**src/rtl/r88_fetch_seq.sv**
```systemverilog
// Rocket88 fetch/sequencing front end: fetches opcode plus operand bytes, issues
// instruction packets to execute, arbitrates reset/NMI/IRQ entry and owns the flag register.
module r88_fetch_seq #(
    parameter int                DATA_W    = 8,
    parameter int                MAX_OPND  = 2,
    parameter int                OPND_W    = DATA_W * MAX_OPND,
    parameter logic [OPND_W-1:0] RESET_VEC = 16'hFFFC,
    parameter logic [OPND_W-1:0] NMI_VEC   = 16'hFFFA,
    parameter logic [OPND_W-1:0] IRQ_VEC   = 16'hFFFE
) (
    input  logic              sysClock,
    input  logic              resetReq,
    output logic              readMem,
    input  logic              memReady,
    input  logic [DATA_W-1:0] intD,
    output logic              incPC,
    input  logic              nmiReq,
    input  logic              irq,
    output logic              instValid,
    input  logic              instAck,
    output logic [DATA_W-1:0] instOp,
    output logic [OPND_W-1:0] instOpnd,
    output logic [1:0]        instKind,
    input  logic              flagWr,
    input  logic [5:0]        flagMask,
    input  logic [5:0]        flagIn,
    output logic [5:0]        flags,
    output logic [5:0]        flagsSaved
);

    typedef enum logic [1:0] {
        FETCH_OP,
        FETCH_OPND,
        ISSUE
    } stateT;

    localparam logic [1:0] KIND_NORMAL = 2'b00;
    localparam logic [1:0] KIND_NMI    = 2'b01;
    localparam logic [1:0] KIND_IRQ    = 2'b10;
    localparam logic [1:0] KIND_RESET  = 2'b11;
    localparam logic [1:0] MAX_CNT     = 2'(MAX_OPND);
    localparam logic [5:0] FLAGS_INIT  = 6'b100010;
    localparam int         FLAG_I      = 5;

    stateT      state;
    logic [1:0] cnt;
    logic [1:0] idx;
    logic       nmiPend;
    logic       nmiPrev;

    logic       accept;
    logic       nmiEdge;
    logic       boundary;
    logic       takeNmi;
    logic       takeIrq;
    logic [1:0] opCnt;
    logic [5:0] flagsWritten;

    assign incPC   = readMem & memReady;
    assign accept  = incPC;
    assign nmiEdge = nmiReq & ~nmiPrev;

    // Boundary decisions look at the flags registered at the start of the cycle.
    assign boundary = (state == ISSUE) & instValid & instAck;
    assign takeNmi  = boundary & nmiPend;
    assign takeIrq  = boundary & ~nmiPend & irq & flags[FLAG_I];

    // Operand count comes from the top two opcode bits, clamped to what the packet can hold.
    assign opCnt = (intD[DATA_W-1 -: 2] > MAX_CNT) ? MAX_CNT : intD[DATA_W-1 -: 2];

    assign flagsWritten = flagWr ? ((flags & ~flagMask) | (flagIn & flagMask)) : flags;

    always_ff @(posedge sysClock) begin
        if (resetReq) begin
            state      <= ISSUE;
            instValid  <= 1'b0;
            readMem    <= 1'b0;
            instKind   <= KIND_RESET;
            instOp     <= '0;
            instOpnd   <= RESET_VEC;
            cnt        <= '0;
            idx        <= '0;
            nmiPend    <= 1'b0;
            nmiPrev    <= 1'b0;
            flags      <= FLAGS_INIT;
            flagsSaved <= '0;
        end else begin
            nmiPrev <= nmiReq;
            nmiPend <= nmiEdge | (nmiPend & ~takeNmi);

            flags <= flagsWritten;
            if (takeNmi | takeIrq) begin
                flagsSaved <= flagsWritten;
                // NOTE: non-blocking, so this later I-bit write wins over the masked update above.
                flags[FLAG_I] <= 1'b0;
            end

            case (state)
                FETCH_OP: begin
                    if (accept) begin
                        instOp   <= intD;
                        instOpnd <= '0;
                        instKind <= KIND_NORMAL;
                        cnt      <= opCnt;
                        idx      <= '0;
                        if (opCnt == 2'd0) begin
                            state     <= ISSUE;
                            readMem   <= 1'b0;
                            instValid <= 1'b1;
                        end else begin
                            state <= FETCH_OPND;
                        end
                    end
                end

                FETCH_OPND: begin
                    if (accept) begin
                        instOpnd[idx*DATA_W +: DATA_W] <= intD;
                        idx <= idx + 2'd1;
                        if (idx == cnt - 2'd1) begin
                            state     <= ISSUE;
                            readMem   <= 1'b0;
                            instValid <= 1'b1;
                        end
                    end
                end

                ISSUE: begin
                    if (!instValid) begin
                        // First cycle out of reset: present the reset packet, ignore any ack.
                        instValid <= 1'b1;
                    end else if (instAck) begin
                        if (takeNmi) begin
                            instKind <= KIND_NMI;
                            instOp   <= '0;
                            instOpnd <= NMI_VEC;
                        end else if (takeIrq) begin
                            instKind <= KIND_IRQ;
                            instOp   <= '0;
                            instOpnd <= IRQ_VEC;
                        end else begin
                            state     <= FETCH_OP;
                            readMem   <= 1'b1;
                            instValid <= 1'b0;
                        end
                    end
                end

                default: begin
                    state     <= FETCH_OP;
                    readMem   <= 1'b1;
                    instValid <= 1'b0;
                end
            endcase
        end
    end

endmodule

```
**config.mk**
```make
export PLATFORM = sky130hd
export DESIGN_NAME = r88_fetch_seq
export DESIGN_NICKNAME = d
export VERILOG_FILES = /design/src/rtl/r88_fetch_seq.sv
export SDC_FILE = /design/constraint.sdc
export NUM_CORES = 1
export LEC_CHECK = 0
export ABC_CLOCK_PERIOD_IN_PS = 2200
export CELL_PAD_IN_SITES_DETAIL_PLACEMENT = 1
export CELL_PAD_IN_SITES_GLOBAL_PLACEMENT = 1
export CORE_UTILIZATION = 35
export DETAILED_ROUTE_END_ITERATION = 7
export PLACE_DENSITY = 0.79
export SLEW_MARGIN = 10
export SYNTH_ARGS = -nofsm -noshare
export SYNTH_HDL_FRONTEND = slang
export SYNTH_SLANG_ARGS = --single-unit
```
**constraint.sdc**
```tcl
create_clock -name sysClock -period 2.2 [get_ports sysClock]
set_clock_uncertainty 0.15 [all_clocks]
set_input_delay 0.66 -clock sysClock [delete_from_list [all_inputs] [get_ports sysClock]]
set_output_delay 0.66 -clock sysClock [all_outputs]
set_load 0.05 [all_outputs]
```
==> results.json, run 1 <==
{
  "status": "finished, violations left",
  "failed_checks": "design-rule violations",
  "yosysWarnings": 0,
  "hold_viol": 0,
  "drt-total-wl_um": 6945,
  "critPathMaxFanout": 6,
  "setup_viol": 0,
  "synthCells": 262,
  "worstSetupEndpointType": "flip-flop",
  "dr_total_vias": 2337,
  "pre_cts_slack_ps": -226.2,
  "setup_ws_ps": 83.48,
  "diodes": 0,
  "drv_cap": 0,
  "whs_ps": 325.3,
  "critPathKind": "in2reg",
  "hp-class": "reg2reg",
  "dp.cells": 417,
  "yosysSeqAreaShare_pct": 40.61,
  "layout_common_cells": "64 x buf_4, 48 x dfxtp_1, 25 x clkdlybuf4s50_1, 20 x nand2_1, 18 x nor2_1",
  "yosys_register_bits": 48,
  "clk_pin_slew_ps": 90,
  "instances_no_fill": 426,
  "max_freq_mhz": 472.5,
  "p_per_area_nw_per_um2": 1287,
  "grt_use_total_pct": 20.43,
  "layout.cells.most_common": "buf_4",
  "ctsHoldBuffers": 0,
  "ys_types": 49,
  "synth-compound-area-share_pct": 29.51,
  "drc": 8,
  "detailed_place_hpwl_um": 5370,
  "syn_nets": 296,
  "antenna_left": 0,
  "final_nets": 382,
  "core-area_um2": 6422,
  "yosys-top-cells-area": "dfxtp_1 41%, a221o_1 5.5%, mux2i_1 4.7%, ha_1 3.7%, a21oi_1 3.4%",
  "yosys.area.top_type": "dfxtp_1",
  "num_rows": 29,
  "cts_max_path_buffers": 2,
  "dpl_cell_area_um2": 3212,
  "synth-async-reset-ratio_pct": 0,
  "dominantRegCellSynth": "dfxtp_1",
  "numCtsBuffers": 5,
  "die_w_um": 84.22,
  "tightestPinTransition_ps": 466.3,
  "finish.utilization_pct": 51.63,
  "finalSetupTns_ps": 0,
  "critPathArrivalTime_ps": 2160,
  "clk_latency_ps": 300,
  "clock-sinks": 48,
  "fillCellCount": 768,
  "synth-adder-area-share_pct": 3.702,
  "synthSimpleGateAreaFrac_pct": 16.50,
  "hold_depth": 2,
  "syn_area_per_cell_um2": 9.031,
  "port_buffers": 67,
  "rsz0062_at_grt": "false",
  "synth_mux_area_share_pct": 4.654,
  "yosys.area.top_type_share_pct": 40.61,
  "root_buffer": "clkbuf_8",
  "ir_drop_v": 0.0004941,
  "synthXorXnorAreaFrac_pct": 0.3702,
  "cts_max_level": 2,
  "grt_pass1_vias": 2385,
  "rr_worst_depth": 6,
  "dieHeight_um": 84.22,
  "gp_congestion": 0.8671,
  "slew_viol_final": 0,
  "cts_tree": "built",
  "p_leak_nw": 1.341,
  "grt_pass1_wl_um": 11530,
  "vias_per_cell": 5.486,
  "slew-limit-headroom_pct": 68.11,
  "initial_core_util_pct": 36.84,
  "dr.pass1.iters": 6,
  "min_period_over_period_pct": 96.21,
  "dieArea_um2": 7093,
  "synth_edf_count": 0,
  "fin_area_um2": 3316,
  "drt_iter0_drc": 122,
  "top_level_ports": 68,
  "cp-start-kind": "input pin",
  "finalCriticalPeriod_ps": 2117,
  "required_ps": 2240,
  "syn_to_final_growth_pct": 40.14,
  "power_mw": 4.267,
  "synth_top_family_by_area": "compound AO/OA/AOI/OAI gates",
  "synth.cell_area_um2": 2366,
  "antenna_found_initial": 0,
  "drive_above_1_share_pct": 25.21,
  "wl_per_cell_um": 16.30,
  "grt_max_degree": 42,
  "overflow": 0
}
[cell usage after synthesis (all sizes together), types with 2 or more instances]
library cell,number
dfxtp,48
o21ai,27
nand2,22
nor2,19
a21oi,16
a221o,13
mux2i,11
inv,10
clkbuf,9
nand4,9
a211oi,8
a2bb2oi,8
ha,7
buf,6
nand3,6
a22o,4
o211ai,4
nand3b,3
nand4b,3
nor2b,3
a311oi,2
clkinv,2
nand2b,2
o311ai,2
[layer usage]
layer	up-vias	GRT usage, %	routed length, um
met5	-	0	0
met4	0	8.464	169
met3	14	3.835	276
met2	56	35.69	3357
met1	1112	24.65	3141
li1	1155	-	-
[flip-flops by register name (all words and copies together), names as in the netlist]
| register | flops |
|---|---|
| cnt | 2 |
| flags | 6 |
| flagsSaved | 6 |
| idx | 2 |
| instKind | 2 |
| instOp | 8 |
| instOpnd | 16 |
| instValid | 1 |
| nmiPend | 1 |
| nmiPrev | 1 |
| readMem | 1 |
| state | 2 |
[critical path, cell delays in order]
cell and delay (ps):
clkdlybuf4s50_1 430, a21o_1 190, a31oi_2 360, nor2_1 170, a221o_1 350
[final timing paths]
path | from | to | slack, ps
worst max-delay path | irq | instOpnd[6] | 80
worst min-delay path | cnt[0] | cnt[0] | 330
worst max register to register | idx[1] | instOpnd[1] | 140
worst min register to register | cnt[0] | cnt[0] | 330
[where the power goes]
| group | internal [mW] | total [mW] | switching, mW | leakage [nW] |
|---|---|---|---|---|
| Clock | 0.256 | 0.555 | 0.299 | 0.0445 |
| Sequential | 1.07 | 1.25 | 0.184 | 0.393 |
| Combinational | 0.957 | 2.46 | 1.50 | 0.904 |
[cell type report]
class	instances	area (um^2)	share of cell area (%)
clock buffer	7	86.33	2.604
clock inverter	1	7.507	0.2264
inverter	12	50.05	1.509
multi-input combinational	187	1295	39.06
sequential	48	960.9	28.98
tap	77	96.34	2.906
timing repair buffer	94	819.5	24.72
[what timing repair did]
| item | CTS | global route |
|---|---|---|
| endpoints found under the setup margin | 1 | 0 |
| gates resized for setup | 2 | 0 |
| buffers inserted | 1 | 0 |
[cell families (layout without fill, tap and decap cells)]
logic type / after synthesis / in the layout
AOI/OAI and AO/OA: 94 / 94
xor gates and xnor gates: 1 / 1
adders and majority gates: 7 / 7
buffers and inverters: 27 / 114
DFF: 48 / 48
muxes: 11 / 11
and+or+nand+nor: 74 / 74
(Power assumes the default switching activity.)
==> inputs of run 2 (changes only) <==
--- a/config.mk
+++ b/config.mk
@@ -8,10 +8,9 @@
 export ABC_CLOCK_PERIOD_IN_PS = 2200
 export CELL_PAD_IN_SITES_DETAIL_PLACEMENT = 1
 export CELL_PAD_IN_SITES_GLOBAL_PLACEMENT = 1
-export CORE_UTILIZATION = 35
+export CORE_UTILIZATION = 29
 export DETAILED_ROUTE_END_ITERATION = 7
-export PLACE_DENSITY = 0.79
-export SLEW_MARGIN = 10
+export PLACE_DENSITY = 0.68
 export SYNTH_ARGS = -nofsm -noshare
 export SYNTH_HDL_FRONTEND = slang
 export SYNTH_SLANG_ARGS = --single-unit
==> run 2 against run 1 <==
  * The flow now finishes without violations
  * Final cell count is 5.6% higher
  * Global-route usage is 2.5 points lower
  * Sequential cell count stayed put
  * Core utilization is 8.3 points lower
  * Setup slack worse by 15 ps
  * Hold slack worse by 6.6 ps
  * Die area is 20% higher
  * Non-clock buffer count is 1 lower
  * Maximum frequency is 0.71% lower
  * Sequential power hardly changed
  * Critical endpoint is now instOpnd[15]
  * Largest cell class unchanged
  * Largest power group unchanged
==> results.json, run 2 (synthesized netlist as in run 1, its figures left out) <==
{
  "status": "completed",
  "antenna_found_initial": 0,
  "drt-total-wl_um": 7262,
  "dieHeight_um": 92.33,
  "wl_per_cell_um": 16.14,
  "regMostFlops": "instOpnd",
  "power_mw": 4.417,
  "largest_reg_flops": 16,
  "dr_total_vias": 2329,
  "clk_pin_slew_ps": 90,
  "finalCriticalPeriod_ps": 2132,
  "drive_above_1_share_pct": 25.29,
  "fillCellCount": 947,
  "cts_max_level": 2,
  "rsz0062_at_grt": "false",
  "swShare_pct": 45.84,
  "cp-start-kind": "input pin",
  "layout_common_cells": "63 x buf_4, 48 x dfxtp_1, 25 x clkdlybuf4s50_1, 20 x nand2_1, 18 x nor2_1",
  "antenna_left": 0,
  "slew-limit-headroom_pct": 75.09,
  "cts_tree": "built",
  "grt_max_degree": 43,
  "port_buffers": 67,
  "drv_cap": 0,
  "worstSetupEndpointType": "flip-flop",
  "num_rows": 32,
  "seqPwrFrac_pct": 27.7,
  "tightestPinTransition_ps": 364.2,
  "drc": 0,
  "drt_iter0_drc": 69,
  "numCtsBuffers": 5,
  "largestRegisters": "instOpnd: 16 flops, instOp: 8 flops",
  "core-area_um2": 7807,
  "setup_viol": 0,
  "p_int_mw": 2.392,
  "die_w_um": 92.33,
  "critPathArrivalTime_ps": 2190,
  "dieArea_um2": 8524,
  "max_freq_mhz": 469.1,
  "clk_latency_ps": 300,
  "diodes": 0,
  "finalSetupTns_ps": 0,
  "grt_pass1_vias": 2407,
  "min_period_over_period_pct": 96.90,
  "overflow": 0,
  "top_level_ports": 68,
  "layout.cells.most_common": "buf_4",
  "hold_viol": 0,
  "ctsHoldBuffers": 0,
  "syn_to_final_growth_pct": 42.94,
  "cts_max_path_buffers": 2,
  "required_ps": 2250,
  "p_per_area_nw_per_um2": 1306,
  "whs_ps": 318.6,
  "grt_use_total_pct": 17.93,
  "initial_core_util_pct": 30.30,
  "p_comb_share_pct": 56.7,
  "power_switching_mw": 2.025,
  "root_buffer": "clkbuf_8",
  "grt_pass1_wl_um": 12060,
  "critPathKind": "in2reg",
  "clock-sinks": 48,
  "critPathMaxFanout": 9,
  "final_nets": 381,
  "dr.pass1.iters": 4,
  "vias_per_cell": 5.176,
  "ir_drop_v": 0.0003862,
  "gp_congestion": 0.7994,
  "slew_viol_final": 0,
  "hp-class": "reg2reg",
  "p_leak_nw": 1.357,
  "power_frac_clock_pct": 15.6,
  "detailed_place_hpwl_um": 5421
}
## run 2: changes by cell type in the layout (fill, tap and decap cells not counted)
cell / previous run / this run
nor3_4: 0 / 1
clkinvlp_4: 1 / 0
nor3_2: 1 / 0
buf_4: 64 / 63
clkbuf_1: 1 / 0
bufinv_16: 0 / 1
clkinv_4: 1 / 2
a31oi_2: 1 / 0
a31oi_4: 0 / 1
## run 2: what timing repair did
item / 4_1_cts / 5_1_grt
pin swaps: 1 / 0
resized for setup: 2 / 2
setup endpoints to repair: 1 / 13
setup buffers: 1 / 0
## run 2: final cells by class
cell class	instances	area, um^2	share of cell area [%]
multi-input cells	187	1310	38.73
flip-flops and latches	48	960.9	28.41
repair buffers	93	812.0	24.01
well taps	102	127.6	3.774
clock buffers	6	82.58	2.442
inverters	12	50.05	1.480
clock inverters	2	38.79	1.147
## run 2: worst max-delay path: stages
cell and delay, ps:
clkdlybuf4s50_1 490, a21oi_1 130, o21ai_2 310, nand2_2 210
a221o_1 390
## run 2: layer usage
layer | wire (um) | track usage [%] | part of all wire (%) | up-vias
met2 | 3434 | 30.12 | 47 | 46
met5 | 0 | 0 | 0 | -
li1 | - | - | - | 1153
met1 | 3431 | 22.91 | 47 | 1117
met3 | 242 | 3.448 | 3.3 | 13
met4 | 155 | 5.990 | 2.1 | 0
## run 2: worst paths after layout
| path | start | end | slack (ps) | cells past startpoint |
|---|---|---|---|---|
| setup / recovery | irq | instOpnd[15] | 70 | 5 |
| setup reg to reg | state[0] | instOpnd[1] | 150 | 5 |
| hold / removal | cnt[0] | cnt[0] | 320 | 2 |
| hold reg to reg | cnt[0] | cnt[0] | 320 | 2 |
## run 2: through the flow
step / cell area, um^2 / cells / setup WS [ps] / util [%]
after global routing: 3382 / 450 / 4.459 / 43.32
after floorplan: 2367 / 262 / 73.54 / -
after CTS: 3367 / 450 / 37.63 / 43.13
after global placement: 3236 / 441 / -250.4 / 41.44
final: 3382 / 450 / 68.28 / 43.32
after detailed placement: 3236 / 441 / -295.8 / 41.44
## run 2: power by group through the flow
stage / clock (mW) / sequential [mW] / combinational (mW)
3_5_place_dp: 0 / 1.24 / 2.46
5_1_grt: 0.738 / 1.25 / 2.68
4_1_cts: 0.708 / 1.22 / 2.49
2_1_floorplan: 0 / 1.85 / 0.982
3_3_place_gp: 0 / 1.24 / 2.42
6_report: 0.689 / 1.22 / 2.50
==> inputs of run 3 (changes only) <==
--- a/config.mk
+++ b/config.mk
@@ -9,8 +9,10 @@
 export CELL_PAD_IN_SITES_DETAIL_PLACEMENT = 1
 export CELL_PAD_IN_SITES_GLOBAL_PLACEMENT = 1
 export CORE_UTILIZATION = 29
+export CTS_CLUSTER_SIZE = 10
 export DETAILED_ROUTE_END_ITERATION = 7
 export PLACE_DENSITY = 0.68
+export REMOVE_ABC_BUFFERS = 1
 export SYNTH_ARGS = -nofsm -noshare
 export SYNTH_HDL_FRONTEND = slang
 export SYNTH_SLANG_ARGS = --single-unit
==> run 3 against run 2 <==
  * Global-route usage about the same
  * Sequential power about the same
  * Die area unchanged
  * Sequential cell count unchanged
  * Sequential share of layout area decreased by 0.14 points
  * Power increased by 0.45%
  * Clock power decreased by 1%
  * Critical endpoint is now instOpnd[3]
==> results.json, run 3 (synthesized netlist as in run 1, its figures left out) <==
{
  "status": "completed",
  "layout_common_cells": "68 x buf_4, 48 x dfxtp_1, 25 x clkdlybuf4s50_1, 20 x nand2_1, 18 x nor2_1",
  "grt_max_degree": 43,
  "numCtsBuffers": 5,
  "final_nets": 386,
  "antenna_found_initial": 0,
  "core-area_um2": 7807,
  "grt_use_total_pct": 17.93,
  "layout.cells.most_common": "buf_4",
  "root_buffer": "clkbuf_8",
  "drc": 0,
  "rsz0062_at_grt": "true",
  "num_rows": 32,
  "setup_viol": 0,
  "grt_pass1_wl_um": 12120,
  "p_leak_nw": 1.372,
  "port_buffers": 67,
  "tightestPinTransition_ps": 498.1,
  "setup_ws_ps": 83.06,
  "ctsHoldBuffers": 0,
  "max_freq_mhz": 472.4,
  "wl_per_cell_um": 16.18,
  "regMostFlops": "instOpnd",
  "top_level_ports": 68,
  "critPathKind": "in2reg",
  "dp.cells": 445,
  "finalCriticalPeriod_ps": 2117,
  "diodes": 0,
  "path_cells": "clkdlybuf4s50_1 -> a21o_1 -> a31oi_2 -> nor2_1 -> a221o_1",
  "clk_pin_slew_ps": 100,
  "vias_per_cell": 5.196,
  "worstSetupEndpointType": "flip-flop",
  "required_ps": 2260,
  "overflow": 0,
  "dr.pass1.iters": 4,
  "finalSetupTns_ps": 0,
  "cts_max_level": 2,
  "slowest_stage": "clkdlybuf4s50_1",
  "drt-total-wl_um": 7364,
  "hp-class": "reg2reg",
  "slew_viol_final": 0,
  "dr_total_vias": 2364,
  "drive_above_1_share_pct": 26.35,
  "initial_core_util_pct": 30.30,
  "hold_viol": 0,
  "drv_cap": 0,
  "grt_pass1_vias": 2389,
  "slew-limit-headroom_pct": 66.61,
  "critPathMaxFanout": 6,
  "cp-start-kind": "input pin",
  "clk_latency_ps": 310,
  "min_period_over_period_pct": 96.22,
  "pre_cts_slack_ps": -250.6,
  "gp_congestion": 0.7889,
  "ir_drop_v": 0.0004997,
  "drt_iter0_drc": 59,
  "whs_ps": 332.9,
  "cts_max_path_buffers": 2,
  "instances_no_fill": 455,
  "cts_tree": "built",
  "largest_reg_flops": 16,
  "dieArea_um2": 8524,
  "p_per_area_nw_per_um2": 1306,
  "syn_to_final_growth_pct": 43.63,
  "largestRegisters": "instOpnd: 16 flops, instOp: 8 flops",
  "dieHeight_um": 92.33,
  "antenna_left": 0,
  "cp_slowest_stage_delay_ps": 420,
  "fillCellCount": 902,
  "detailed_place_hpwl_um": 5504,
  "clock-sinks": 48,
  "die_w_um": 92.33,
  "critPathArrivalTime_ps": 2180
}
==> run 3: cell types whose count changed in the layout (fill, tap and decap cells not counted) <==
cell	change
clkinvlp_4	+1
nor3_2	+1
buf_4	+5
clkbuf_8	-1
inv_6	+1
a31oi_4	-1
nor3_4	-1
a31oi_2	+1
clkinv_4	-1
==> run 3: metrics by stage <==
step	cell area [um^2]	power (mW)	util, %
global route	3398	4.677	43.53
detailed placement	3266	3.766	41.83
floorplan	2302	2.787	-
CTS	3398	4.469	43.53
global placement	3266	3.730	41.83
finish	3398	4.437	43.53
==> run 3: worst paths after layout <==
kind	from	to	slack [ps]	cells past startpoint
setup / recovery	irq	instOpnd[3]	80	5
hold / removal	cnt[0]	cnt[0]	330	2
setup reg to reg	idx[1]	instOpnd[3]	160	6
hold reg to reg	cnt[0]	cnt[0]	330	2
==> run 3: worst max-delay path: cells and delay by family <==
family	cells	cell delay, ps
AO/OA/AOI/OAI	3	910
buffers and inverters	1	420
AND/OR/NAND/NOR	1	180
==> run 3: what timing repair did <==
action	CTS	global route
setup buffers	2	0
resized for setup	2	0
endpoints found under the setup margin	1	7
pin swaps	1	0
==> run 3: power breakdown <==
part / total (mW) / switching (mW) / internal [mW] / leakage (nW)
Clock: 0.680 / 0.337 / 0.343 / 0.0548
Combinational: 2.53 / 1.54 / 0.985 / 0.925
Sequential: 1.23 / 0.159 / 1.07 / 0.393
Total: 4.44 / 2.04 / 2.40 / 1.37
==> run 3: final cells by class <==
type | count | area [um^2] | area share [%]
clock buffers | 5 | 68.82 | 2.025
repair buffers | 98 | 849.6 | 25.00
well taps | 102 | 127.6 | 3.756
inverters | 12 | 50.05 | 1.473
clock inverters | 3 | 46.29 | 1.362
multi-input cells | 187 | 1295 | 38.11
flip-flops and latches | 48 | 960.9 | 28.28
==> run 3: layer usage <==
metal,vias up,track usage (%),part of all wire [%]
met5,-,0,0
met4,0,5.859,1.8
met3,11,3.038,2.9
met2,38,30.19,48
met1,1153,23.14,47
li1,1162,-,-
